==> src/rtl/fifo_axis_packer.sv <==
// fifo_axis_packer: pops narrow words from a first-word-fall-through FIFO head
// and packs RATIO of them into one wide AXI-Stream beat with per-lane keep and
// packet framing (m_last_o every PKT_BEATS beats).
//
// Optional feature: define FIFO_AXIS_PACKER_TIMEOUT_EN to flush a partially
// filled beat (partial keep, last=1) after TIMEOUT consecutive idle cycles.
//
// state | meaning
// ------+-----------------------------------------------------------------
// FILL  | popping FIFO words into lanes of data_r; no beat offered
// HOLD  | full (or flushed) beat offered on m_*; waiting for m_ready_i
module fifo_axis_packer #(
  parameter int T_DATA_WIDTH = 8,
  parameter int RATIO        = 4,
  parameter int PKT_BEATS    = 16,
  parameter int TIMEOUT      = 32
) (
  input  logic                          clk,
  input  logic                          rst_n,
  input  logic [T_DATA_WIDTH-1:0]       fifo_data_i,
  input  logic                          fifo_empty_i,
  output logic                          fifo_pop_o,
  output logic [RATIO*T_DATA_WIDTH-1:0] m_data_o,
  output logic [RATIO-1:0]              m_keep_o,
  output logic                          m_last_o,
  output logic                          m_valid_o,
  input  logic                          m_ready_i
);

  localparam int LANE_W = $clog2(RATIO);
  localparam int BEAT_W = (PKT_BEATS > 1) ? $clog2(PKT_BEATS) : 1;
  localparam logic [LANE_W-1:0] LANE_MAX = LANE_W'(RATIO - 1);
  localparam logic [BEAT_W-1:0] BEAT_MAX = BEAT_W'(PKT_BEATS - 1);

  typedef enum logic {
    FILL = 1'b0,
    HOLD = 1'b1
  } state_t;

  state_t                        state;
  logic [LANE_W-1:0]             lane_cnt;
  logic [BEAT_W-1:0]             beat_cnt;
  logic [RATIO*T_DATA_WIDTH-1:0] data_r;
  logic [RATIO-1:0]              keep_r;
  logic                          last_r;
  logic                          pop;

  // Pop only while filling and the FIFO has a word; m_ready_i is deliberately
  // kept out of this path.
  assign pop        = (state == FILL) && !fifo_empty_i;
  assign fifo_pop_o = pop;

  assign m_valid_o = (state == HOLD);
  assign m_data_o  = data_r;
  assign m_keep_o  = keep_r;
  assign m_last_o  = last_r;

`ifdef FIFO_AXIS_PACKER_TIMEOUT_EN
  localparam int IDLE_W = $clog2(TIMEOUT + 1);
  // Flush fires on the TIMEOUT-th idle cycle, so compare against TIMEOUT-1
  // before the increment that would reach TIMEOUT.
  localparam logic [IDLE_W-1:0] IDLE_LAST = IDLE_W'(TIMEOUT - 1);

  logic [IDLE_W-1:0] idle_cnt;
  logic              flush;

  assign flush = (state == FILL) && (lane_cnt != '0) && !pop &&
                 (idle_cnt == IDLE_LAST);
`endif

  // Packing FSM: lane fill, beat hand-off and packet position tracking.
  always_ff @(posedge clk or negedge rst_n) begin
    if (!rst_n) begin
      state    <= FILL;
      lane_cnt <= '0;
      beat_cnt <= '0;
      data_r   <= '0;
      keep_r   <= '0;
      last_r   <= 1'b0;
`ifdef FIFO_AXIS_PACKER_TIMEOUT_EN
      idle_cnt <= '0;
`endif
    end else begin
      case (state)
        FILL: begin
          if (pop) begin
            data_r[lane_cnt*T_DATA_WIDTH +: T_DATA_WIDTH] <= fifo_data_i;
            keep_r[lane_cnt] <= 1'b1;
            if (lane_cnt == LANE_MAX) begin
              lane_cnt <= '0;
              last_r   <= (beat_cnt == BEAT_MAX);
              state    <= HOLD;
            end else begin
              lane_cnt <= lane_cnt + 1'b1;
            end
          end
`ifdef FIFO_AXIS_PACKER_TIMEOUT_EN
          if (pop) begin
            idle_cnt <= '0;
          end else if (flush) begin
            // Partial beat closes the packet; acceptance then restarts beat_cnt.
            idle_cnt <= '0;
            lane_cnt <= '0;
            last_r   <= 1'b1;
            state    <= HOLD;
          end else if (lane_cnt != '0) begin
            idle_cnt <= idle_cnt + 1'b1;
          end
`endif
        end
        HOLD: begin
          if (m_ready_i) begin
            beat_cnt <= last_r ? '0 : beat_cnt + 1'b1;
            data_r   <= '0;
            keep_r   <= '0;
            last_r   <= 1'b0;
            state    <= FILL;
          end
        end
        default: state <= FILL;
      endcase
    end
  end

endmodule
==> config.mk <==
export PLATFORM = sky130hd
export DESIGN_NAME = fifo_axis_packer
export DESIGN_NICKNAME = d
export VERILOG_FILES = /design/src/rtl/fifo_axis_packer.sv
export SDC_FILE = /design/constraint.sdc
export NUM_CORES = 1
export LEC_CHECK = 0
export BUFFER_PORTS_ARGS = -buffer_cell sky130_fd_sc_hd__buf_2
export CAP_MARGIN = 20
export CELL_PAD_IN_SITES_DETAIL_PLACEMENT = 0
export CELL_PAD_IN_SITES_GLOBAL_PLACEMENT = 1
export CORE_AREA = 2 2 96 98
export CTS_BUF_LIST = sky130_fd_sc_hd__clkbuf_2
export CTS_CLUSTER_SIZE = 28
export DETAILED_ROUTE_END_ITERATION = 10
export DIE_AREA = 0 0 98 100
export HOLD_SLACK_MARGIN = 0.08
export PLACE_DENSITY = 0.5
export SLEW_MARGIN = 0
export SYNTH_ARGS = -nofsm -noshare
export SYNTH_HDL_FRONTEND = slang
export SYNTH_SLANG_ARGS = --single-unit
==> constraint.sdc <==
create_clock -name clk -period 2.3 [get_ports clk]
set_clock_uncertainty 0.1 [all_clocks]
set_input_delay 0.46 -clock clk [delete_from_list [all_inputs] [get_ports clk]]
set_output_delay 0.46 -clock clk [all_outputs]
set_load 0.005 [all_outputs]
==> impl_results.md, run 1 <==
- Synth Net Count: 215
- Synthesized instance count: about 190
- Met3 Usage GRT: 2.577%
- Root buf cell: clkbuf_2
- Post-CTS resize count: 0
- Filler cell count: 948
- Yosys top cell by area: dfrtp_1
- CTS hold repair buffers: 1
- CTS tree: built
- Area grow syn2layout: 21.81%
- Top_reg_cell synth: dfrtp_1
- Die H: 100 µm
- Largest net degree at the start of global routing: 24
- GRT Residual Overflow: 0
- RSZ-0062 raised after global routing: false
- Placer Congestion: between 0.6 and 0.7
- Starting Density: about 24%
- Die Width: around 98 µm
- Ys async rst share: 100.0%
- WL/cell: ~14 µm
- Final setup vio count: 0
- Critical path launch point: m_valid_o$_DFF_PN0_
- Final Core Density: about 30%
- WHS: 0.1162 ns
- CTS Buf Count: 5
- Post-CTS Setup Bufs: 0
- Worst endpoint required time: 1.74 ns
- Overall routed net length: roughly 5200 µm
- Clock-pin transition on the worst setup and hold timing paths: ~0.24 ns
- Number of global-route vias before repair: about 1600
- CTS H-tree depth: 2
- Crit path kind: flop to output port
- Met1 Usage GRT: about 15%
- Top cells by count, synth: 44 x dfrtp_1, 28 x nor2_1, 24 x nand2_1
- Max frequency: 478.0 MHz
- Crit Path Max Fanout: 12
- Worst EP arrival: between 1.5 and 2 ns
- Clk buf depth: 2
- Global-route wire length before repair: between 8000 and 9000 µm
- Fin Setup TNS: 0 ns
- YS warnings: 0
- GR Util All Layers: a little under an eighth
- PD cells: roughly 1100 nW/µm²
- CP startpoint kind: flop
- Final ANT Viol Nets: 0
- Initial antenna violation count: 0
- Slew @ Worst Pin: roughly 0.64 ns
- Non-Filler Instances: around 360
- Post-DP HPWL: 3786 µm
- Leading post-synthesis cells by cell area: dfrtp_1 51%, mux2_2 8.4%, ha_1 5.2%, nor2_1 4.9%, mux2_1 4.2%
- Count leader, synth: dfrtp_1
- Port bufs: 50
- Grt met2 use: 18.44%
- Critical-path top delay cell: dfrtp_1
- Synth Cell Area: 2157 µm²
- CP peak stage delay: around 0.50 ns
- Cells after DPL: between 300 and 400
- Row count: 35
- CP Capture Type: output port
- Final hold viol count: 0
- Final nets: 270
- Synth top area share: between 50% and 60%
- Tmin final: roughly 2.1 ns
- Netlist cell types: 29
- Later-pin clock latency in the skew report: 0.42 ns
- Critical-path cell list: nor2_4 -> buf_2
- Hold Crit Class: input pin to flop
- I/O pins: slightly above 50
- Max Slew Vio Count: 0
- Worst R2R Start: lane_cnt[1]$_DFFE_PN0P_
- Synth Register Bits: 44
- VDD IR max: 327.5 µV
- Routed vias: around 1500
- Ratio of cells with drive above 1 in the final layout: ~34%
- Initial drt markers: 55
- Leakage: between 1 and 1.5 nW
- Fin crit share: just over 90%
- Seq/Total Area, Yosys: about half
- Startpoint of the worst hold path: m_ready_i
- Average vias per placed instance: about 4.2
- # DRC: 0
- Max-slew headroom at the worst pin: between 50% and 60%
- Mean Syn Cell Area: about 11 µm²
- Post-synth EDFFs: 0
- DR pass1 iterations: 4
- Register area: between 1000 and 1500 µm²
- Full die area: 9800 µm²
- Core area: 8890 µm²
- Top Usage Layer GRT: met2
- # diodes: 0
- Area of the multi-input gates: just under 1000 µm²
- Outcome: finished, final reports clean
- Max-Cap Viols: 0
- Clk sinks: 44
==> final timing paths <==
kind,end,cells past startpoint,slack (ns)
worst min-delay path,m_valid_o$_DFF_PN0_,2,0.12
worst min register to register,m_keep_o[3]$_DFFE_PN0P_,2,0.40
worst max-delay path,fifo_pop_o,2,0.21
min in group asynchronous,m_data_o[11]$_DFFE_PN0P_,2,0.41
worst max register to register,m_data_o[23]$_DFFE_PN0P_,5,0.25
max in group asynchronous,m_last_o$_DFFE_PN0P_,3,1.14
==> flip-flops by register name, summed over array words and instances, names as in the netlist <==
register and flops:
m_keep_o 4, m_data_o 32, m_valid_o 1, lane_cnt 2, beat_cnt 4, m_last_o 1
==> per-stage QoR <==
step / cell area, µm² / worst slack (ns) / power, mW
after global placement: 2550 / 0.3518 / 2.364
final: 2628 / 0.2078 / 2.788
after global routing: 2628 / 0.06433 / 3.035
after CTS: 2628 / 0.1676 / 2.846
after detailed placement: 2550 / 0.2858 / 2.376
after floorplan: 2157 / 0.08022 / 1.932
==> worst max-delay path: cells and delay by family, from the launching register on <==
kind / cells / cell delay, ns
DFF: 1 / 0.50
and+or+nand+nor: 1 / 0.41
buffers and inverters: 1 / 0.20
==> layout make-up <==
type | count | area share (%)
tap | 111 | 5.286
inverter | 11 | 1.571
multi-input combinational | 132 | 37.14
clock buffer | 5 | 0.9524
timing repair buffer | 55 | 11.52
sequential | 44 | 41.90
clock inverter | 3 | 1.619
==> layer usage <==
layer	part of all wire (%)	routed length, µm	up-vias
met5	0	0	-
met4	1.5	76	0
met3	3.9	202	8
met2	46	2393	32
met1	49	2563	730
li1	-	-	757
==> logic make-up after synthesis <==
group	after synthesis	share of synthesized area [%]
flops	44	51.04
simple gates	76	17.87
compound gates	15	5.916
fa+ha+maj	9	5.221
buf+inv	18	3.712
mux	32	16.24
==> cells in the final DEF, fill, tap and decap left out <==
| cell type | count |
|---|---|
| dlygate4sd3_1 | 1 |
| nor4_1 | 1 |
| nand3_1 | 2 |
| nor2_1 | 28 |
| o21ai_0 | 5 |
| nor2b_1 | 3 |
| clkinv_1 | 1 |
| a21o_1 | 1 |
| or3b_1 | 1 |
| or3b_2 | 1 |
| and2_1 | 1 |
| bufinv_16 | 1 |
| nor2_4 | 1 |
| buf_12 | 1 |
| inv_1 | 11 |
| nand4_1 | 1 |
| clkinv_4 | 1 |
| ha_1 | 9 |
| mux2i_1 | 8 |
| a221o_1 | 1 |
| mux2_2 | 16 |
| a21oi_4 | 4 |
| clkbuf_2 | 5 |
| nor4b_4 | 1 |
| buf_4 | 3 |
| mux2_1 | 8 |
| nor3_1 | 1 |
| nand2_1 | 24 |
| nand3b_1 | 10 |
| or4b_1 | 1 |
| a21oi_1 | 4 |
| dfrtp_1 | 44 |
| buf_2 | 50 |
==> power breakdown <==
group / switching, mW / total (mW) / internal (mW)
clock: 0.275 / 0.457 / 0.182
combinational: 0.690 / 1.22 / 0.530
sequential: 0.132 / 1.11 / 0.979
Note: power is estimated with default switching activity, not from simulation.
==> run 2, diff against run 1 <==
==> constraint.sdc (replaced) <==
create_clock -name clk -period 1.8 [get_ports clk]
set_clock_uncertainty 0.1 [all_clocks]
set_input_delay 0.36 -clock clk [delete_from_list [all_inputs] [get_ports clk]]
set_output_delay 0.36 -clock clk [all_outputs]
set_load 0.005 [all_outputs]
==> run 2 against run 1 <==
Compared with the run above:
- global-route usage about the same
- register-to-register slack got worse by 0.20 ns
- critical path depth grew 3
- core utilization increased by 2.9 points
- sequential share of layout area decreased by 3.7 points
- clock-buffer cell count is 1 higher
- worst setup slack got worse by 0.15 ns
- total power increased by 37%
- first-iteration DRC count shrank 11%
- hold slack better by 0.075 ns
==> impl_results.md, run 2 (synthesis results as in run 1) <==
- Final setup vio count: 0 (unchanged)
- Starting Density: 24.26% (unchanged)
- Flop pwr share: 37.5% (was 39.9%)
- CTS Buf Count: 5 (unchanged)
- Final Core Density: 32.47% (was 29.56%)
- Full die area: 9800 µm² (unchanged)
- CP startpoint kind: flop (unchanged)
- Root buf cell: clkbuf_2 (unchanged)
- Most common cell after layout, fill and taps aside: buf_2 (unchanged)
- Met3 Usage GRT: 2.368% (was 2.577%)
- RSZ-0062 raised after global routing: true (was false)
- Placed cell area: 2668 µm² (was 2550 µm²)
- VDD IR max: 515.1 µV (was 327.5 µV)
- CTS H-tree depth: 2 (unchanged)
- Final WS setup: 0.05382 ns (was 0.2078 ns)
- Non-Filler Instances: 386 (was 361)
- Max-slew headroom at the worst pin: 70.99% (was 57.07%)
- Clock share of power: 11.4% (was 16.4%)
- Startpoint of the worst hold path: fifo_empty_i (was m_ready_i)
- Max FFs per register: 32 (unchanged)
- Pre-CTS setup slack: 0.04351 ns (was 0.2858 ns)
- Post-DP HPWL: 3883 µm (was 3786 µm)
- Tmin final: between 1.5 and 2 ns
- Final nets: 295 (was 270)
- Crit Path Max Fanout: 8 (was 12)
- Die H: 100 µm (unchanged)
- CTS tree: built (unchanged)
- Max frequency: ~570 MHz
- CP Capture Type: flop (was output port)
- Routed vias: 1620 (was 1527)
- Crit path kind: flop to flop (was flop to output port)
- FF-to-FF setup slack: 0.05 ns (was 0.25 ns)
- Port bufs: 50 (unchanged)
- Initial drt markers: 49 (was 55)
- Clock-pin transition on the worst setup and hold timing paths: 0.24 ns (about the same)
- Overall routed net length: 5362 µm (was 5234 µm)
- Hold Crit Depth: 3 (was 2)
- Core area: 8890 µm² (unchanged)
- Fin Setup TNS: 0 ns (unchanged)
- Placer Congestion: 0.7205 (was 0.6853)
- Met1 Usage GRT: 15.71% (was 14.96%)
- Cells on worst reg2reg path: 5 (unchanged)
- Area grow syn2layout: 33.82% (was 21.81%)
- Outcome: finished, final reports clean (unchanged)
- Max-Cap Viols: 0 (unchanged)
- Most frequent cells in the layout: 50 x buf_2, 43 x dfrtp_1, 25 x nor2_1 (was 50 x buf_2, 44 x dfrtp_1, 28 x nor2_1)
- # diodes: 0 (unchanged)
- Max Slew Vio Count: 0 (unchanged)
- WHS: 0.1912 ns (was 0.1162 ns)
- Worst EP arrival: 2.03 ns (was 1.53 ns)
- DR pass1 iterations: 3 (was 4)
- # DRC: 0 (unchanged)
- Hold Crit Class: input pin to flop (unchanged)
- Net Switching: 1.475 mW (was 1.097 mW)
- Reg-to-Reg End: m_data_o[17]$_DFFE_PN0P_ (was m_data_o[23]$_DFFE_PN0P_)
- Leakage: 1.476 nW (was 1.354 nW)
- Number of global-route vias before repair: 1655 (was 1588)
- Grt met2 use: 17.86% (was 18.44%)
- Average vias per placed instance: 4.197 (was 4.230)
- Clk sinks: 44 (unchanged)
- Final hold viol count: 0 (unchanged)
- GRT Residual Overflow: 0 (unchanged)
- Initial antenna violation count: 0 (unchanged)
- Cells after DPL: 363 (was 352)
- Slew @ Worst Pin: 0.4352 ns (was 0.6439 ns)
- Post-route design area: 2887 µm² (was 2628 µm²)
- Final ANT Viol Nets: 0 (unchanged)
- PnR Total Power: 3.807 mW (was 2.788 mW)
- GR Util All Layers: 11.34% (was 11.33%)
- Hold Path Sink: m_keep_o[3]$_DFFE_PN0P_ (was m_valid_o$_DFF_PN0_)
- Combinational Power Share: 51.1% (was 43.8%)
- Die Width: 98 µm (unchanged)
- Clk buf depth: 2 (unchanged)
- Global-route wire length before repair: 8721 µm (was 8604 µm)
- Ratio of cells with drive above 1 in the final layout: 40.00% (was 33.60%)
- WL/cell: 13.89 µm (was 14.50 µm)
- Worst R2R Start: lane_cnt[0]$_DFFE_PN0P_ (was lane_cnt[1]$_DFFE_PN0P_)
- Later-pin clock latency in the skew report: 0.40 ns (was 0.42 ns)
- I/O pins: 51 (unchanged)
- Top Usage Layer GRT: met2 (unchanged)
- Net Sw Frac: 38.74% (was 39.33%)
- Row count: 35 (unchanged)
- Worst endpoint required time: 2.08 ns (was 1.74 ns)
- PD cells: 1319 nW/µm² (was 1061 nW/µm²)
- Internal: 2.332 mW (was 1.692 mW)
- Fin crit share: a little over nine tenths
- Largest net degree at the start of global routing: 17 (was 24)
==> run 2: power groups by stage <==
| stage | clock [mW] | combinational [mW] | sequential (mW) |
|---|---|---|---|
| final | 0.435 | 1.94 | 1.43 |
| after global placement | 0 | 1.79 | 1.45 |
| after floorplan | 0 | 1.12 | 1.47 |
| after global routing | 0.513 | 2.17 | 1.47 |
| after CTS | 0.470 | 1.82 | 1.43 |
| after detailed placement | 0 | 1.79 | 1.45 |
==> run 2: worst max path at each step <==
stage | startpoint | to | slack, ns
2_1_floorplan | lane_cnt[0]$_DFFE_PN0P_ | m_data_o[16]$_DFFE_PN0P_ | -0.08
3_3_place_gp | lane_cnt[0]$_DFFE_PN0P_ | m_data_o[22]$_DFFE_PN0P_ | 0.06
3_5_place_dp | lane_cnt[1]$_DFFE_PN0P_ | m_data_o[27]$_DFFE_PN0P_ | 0.04
4_1_cts | lane_cnt[1]$_DFFE_PN0P_ | m_data_o[27]$_DFFE_PN0P_ | 0.01
5_1_grt | lane_cnt[0]$_DFFE_PN0P_ | m_data_o[21]$_DFFE_PN0P_ | -0.02
6_report | lane_cnt[0]$_DFFE_PN0P_ | m_data_o[17]$_DFFE_PN0P_ | 0.05
==> run 2: area by class of cell <==
type | instances | area, µm²
fillers | 943 | 6003
flip-flops and latches | 44 | 1102
multi-input cells | 132 | 1003
repair buffers | 80 | 554.3
well taps | 111 | 138.9
inverters | 11 | 46.29
clock buffers | 6 | 30.03
clock inverters | 2 | 11.26
==> run 2: critical path, cell delays in order (launching register included) <==
cell and delay [ns]:
dfrtp_2 0.49, inv_6 0.06, ha_4 0.29, or4b_4 0.54, nor2_1 0.13, mux2_1 0.12
==> run 2: what timing repair did <==
| action | in CTS | in global routing |
|---|---|---|
| setup endpoints to repair | 1 | 24 |
| gates resized for setup | 0 | 7 |
| pin swaps | 1 | 5 |
| hold buffers | 10 | 0 |
| hold endpoints to repair | 39 | 0 |
| buffers inserted | 1 | 4 |
==> run 2: routing by layer <==
metal,wire [µm],part of all wire [%]
met5,0,0
met1,2552,48
met2,2553,48
met3,204,3.8
met4,51,0.95
==> run 3, diff against run 2 <==
--- a/config.mk
+++ b/config.mk
@@ -9,13 +9,15 @@
 export CAP_MARGIN = 20
 export CELL_PAD_IN_SITES_DETAIL_PLACEMENT = 0
 export CELL_PAD_IN_SITES_GLOBAL_PLACEMENT = 1
-export CORE_AREA = 2 2 96 98
+export CORE_AREA = 2 2 78 80
 export CTS_BUF_LIST = sky130_fd_sc_hd__clkbuf_2
 export CTS_CLUSTER_SIZE = 28
 export DETAILED_ROUTE_END_ITERATION = 10
-export DIE_AREA = 0 0 98 100
+export DIE_AREA = 0 0 80 82
 export HOLD_SLACK_MARGIN = 0.08
-export PLACE_DENSITY = 0.5
+export PLACE_DENSITY = 0.72
+export REMOVE_ABC_BUFFERS = 1
+export SKIP_LAST_GASP = 1
 export SLEW_MARGIN = 0
 export SYNTH_ARGS = -nofsm -noshare
 export SYNTH_HDL_FRONTEND = slang
==> run 3 against run 2 <==
Compared with the run above:
- die area shrank 33%
- critical path depth unchanged
- clock power shrank 4%
- hold slack got worse by 0.069 ns
- highest routed layer unchanged
- total power is 3.9% lower
- critical endpoint is now m_data_o[21]$_DFFE_PN0P_
==> impl_results.md, run 3 (synthesis results as in run 1) <==
- Outcome: finished, final reports clean (unchanged)
- Root buf cell: clkbuf_2 (unchanged)
- Net Sw Frac: 38.46% (was 38.74%)
- Final setup vio count: 0 (unchanged)
- Most common cell after layout, fill and taps aside: buf_2 (unchanged)
- Hold Crit Class: input pin to flop (unchanged)
- CP startpoint kind: flop (unchanged)
- Area grow syn2layout: 27.90% (was 33.82%)
- VDD IR max: 641.5 µV (was 515.1 µV)
- Tmin final: 1.707 ns (was 1.746 ns)
- Starting Density: 37.54% (was 24.26%)
- Cells after DPL: 326 (was 363)
- Clock-pin transition on the worst setup and hold timing paths: 0.20 ns (was 0.24 ns)
- Max frequency: 585.7 MHz (was 572.7 MHz)
- Number of global-route vias before repair: 1566 (was 1655)
- Combinational Power Share: 50.1% (was 51.1%)
- CTS tree: built (unchanged)
- Initial drt markers: 84 (was 49)
- Full die area: 6560 µm² (was 9800 µm²)
- DR pass1 iterations: 4 (was 3)
- Max-Cap Viols: 0 (unchanged)
- CTS Buf Count: 5 (unchanged)
- CTS H-tree depth: 2 (unchanged)
- Clock share of power: 11.5% (was 11.4%)
- Max FFs per register: 32 (unchanged)
- Final ANT Viol Nets: 0 (unchanged)
- Largest net degree at the start of global routing: 25 (was 17)
- Clk buf depth: 2 (unchanged)
- Row count: 28 (was 35)
- Ratio of cells with drive above 1 in the final layout: 37.78% (was 40.00%)
- Die Width: 80 µm (was 98 µm)
- GRT Residual Overflow: 0 (unchanged)
- Max Slew Vio Count: 0 (unchanged)
- Post-DP HPWL: 3355 µm (was 3883 µm)
- Average vias per placed instance: 4.649 (was 4.197)
- WL/cell: 13.39 µm (was 13.89 µm)
- Max-slew headroom at the worst pin: 71.07% (was 70.99%)
- Final hold viol count: 0 (unchanged)
- Placer Congestion: 0.7674 (was 0.7205)
- Port bufs: 50 (unchanged)
- Slew @ Worst Pin: 0.4339 ns (was 0.4352 ns)
- Net Switching: 1.408 mW (was 1.475 mW)
- I/O pins: 51 (unchanged)
- Later-pin clock latency in the skew report: 0.40 ns (about the same)
- CP Capture Type: flop (unchanged)
- Worst EP arrival: 1.97 ns (was 2.03 ns)
- Internal: 2.252 mW (was 2.332 mW)
- Clk sinks: 44 (unchanged)
- Most frequent cells in the layout: 50 x buf_2, 44 x dfrtp_1, 27 x nor2_1 (was 50 x buf_2, 43 x dfrtp_1, 25 x nor2_1)
- Initial antenna violation count: 0 (unchanged)
- Routed vias: 1604 (was 1620)
- Global-route wire length before repair: 7410 µm (was 8721 µm)
- Flop pwr share: 38.5% (was 37.5%)
- Non-Filler Instances: 345 (was 386)
- Fin crit share: 94.85% (was 97.01%)
- Die H: 82 µm (was 100 µm)
- # diodes: 0 (unchanged)
- Overall routed net length: 4618 µm (was 5362 µm)
- Final Core Density: 48.02% (was 32.47%)
- PD cells: 1327 nW/µm² (was 1319 nW/µm²)
- # DRC: 0 (unchanged)
- GR Util All Layers: 15.01% (was 11.34%)
- Leakage: 1.439 nW (was 1.476 nW)
- Crit Path Max Fanout: 8 (unchanged)
- Core area: 5746 µm² (was 8890 µm²)
- Final nets: 290 (was 295)
- Crit path kind: flop to flop (unchanged)
- Worst endpoint required time: 2.06 ns (was 2.08 ns)
==> run 3: cell count changes in the layout (fill, tap and decap cells not counted), moves of 2 or more <==
cell,previous run,this run
buf_6,1,3
nor2_2,3,1
buf_4,15,12
nor2_1,25,27
buf_12,4,1
==> run 3: worst max-delay path, cell delays in order, from the launching register on <==
cell and delay [ns]:
dfrtp_1 0.43, inv_2 0.08, ha_4 0.29, or4b_4 0.53
nor2_1 0.12, mux2_1 0.12
==> run 3: final timing paths <==
check / startpoint / endpoint / slack (ns) / cells past startpoint
worst max-delay path: lane_cnt[0]$_DFFE_PN0P_ / m_data_o[21]$_DFFE_PN0P_ / 0.09 / 5
max in group asynchronous: rst_n / lane_cnt[0]$_DFFE_PN0P_ / 1.01 / 3
worst max register to register: lane_cnt[0]$_DFFE_PN0P_ / m_data_o[21]$_DFFE_PN0P_ / 0.09 / 5
worst min-delay path: fifo_data_i[5] / m_data_o[5]$_DFFE_PN0P_ / 0.12 / 3
min in group asynchronous: rst_n / m_data_o[10]$_DFFE_PN0P_ / 0.31 / 3
worst min register to register: m_keep_o[3]$_DFFE_PN0P_ / m_keep_o[3]$_DFFE_PN0P_ / 0.41 / 2
==> run 3: timing repair <==
item	CTS	global route
endpoints found under the setup margin	9	33
setup buffers	1	1
hold buffers	8	1
gates cloned	0	0
pin swaps	1	1
gates resized for setup	1	8
hold endpoints to repair	51	1
==> run 3: area by class of cell <==
class | instances | area (µm²)
clock buffer | 6 | 30.03
fill | 565 | 2987
sequential | 44 | 1101
inverter | 11 | 41.29
clock inverter | 2 | 11.26
timing repair buffer | 75 | 484.2
multi-input combinational | 132 | 997.2
tap | 75 | 93.84
==> run 3: power groups by stage <==
stage	registers, mW	clock network, mW	logic (mW)
finish	1.41	0.419	1.83
global route	1.45	0.476	2.04
CTS	1.40	0.436	1.74
detailed placement	1.42	0	1.69
global placement	1.42	0	1.68
floorplan	1.50	0	0.928
==> run 3: per-layer routing <==
layer | up-vias | wire [µm] | global-route usage, %
met2 | 39 | 2195 | 24.75
met3 | 6 | 224 | 3.516
met4 | 0 | 66 | 5.085
met5 | - | 0 | 0
li1 | 800 | - | -
met1 | 759 | 2131 | 19.47
==> run 3: per-stage QoR <==
stage / TNS, ns / setup slack (ns) / hold slack, ns / power, mW / cell area [µm²]
finish: 0 / 0.09262 / 0.1219 / 3.660 / 2759
global route: -0.01383 / -0.01383 / 0.09590 / 3.968 / 2759
CTS: 0 / 0.006090 / 0.08425 / 3.578 / 2700
detailed placement: -0.1419 / -0.02364 / 0.2529 / 3.119 / 2567
global placement: 0 / 0.01082 / 0.2613 / 3.096 / 2567
floorplan: -5.259 / -0.3032 / -0.03559 / 2.427 / 2118
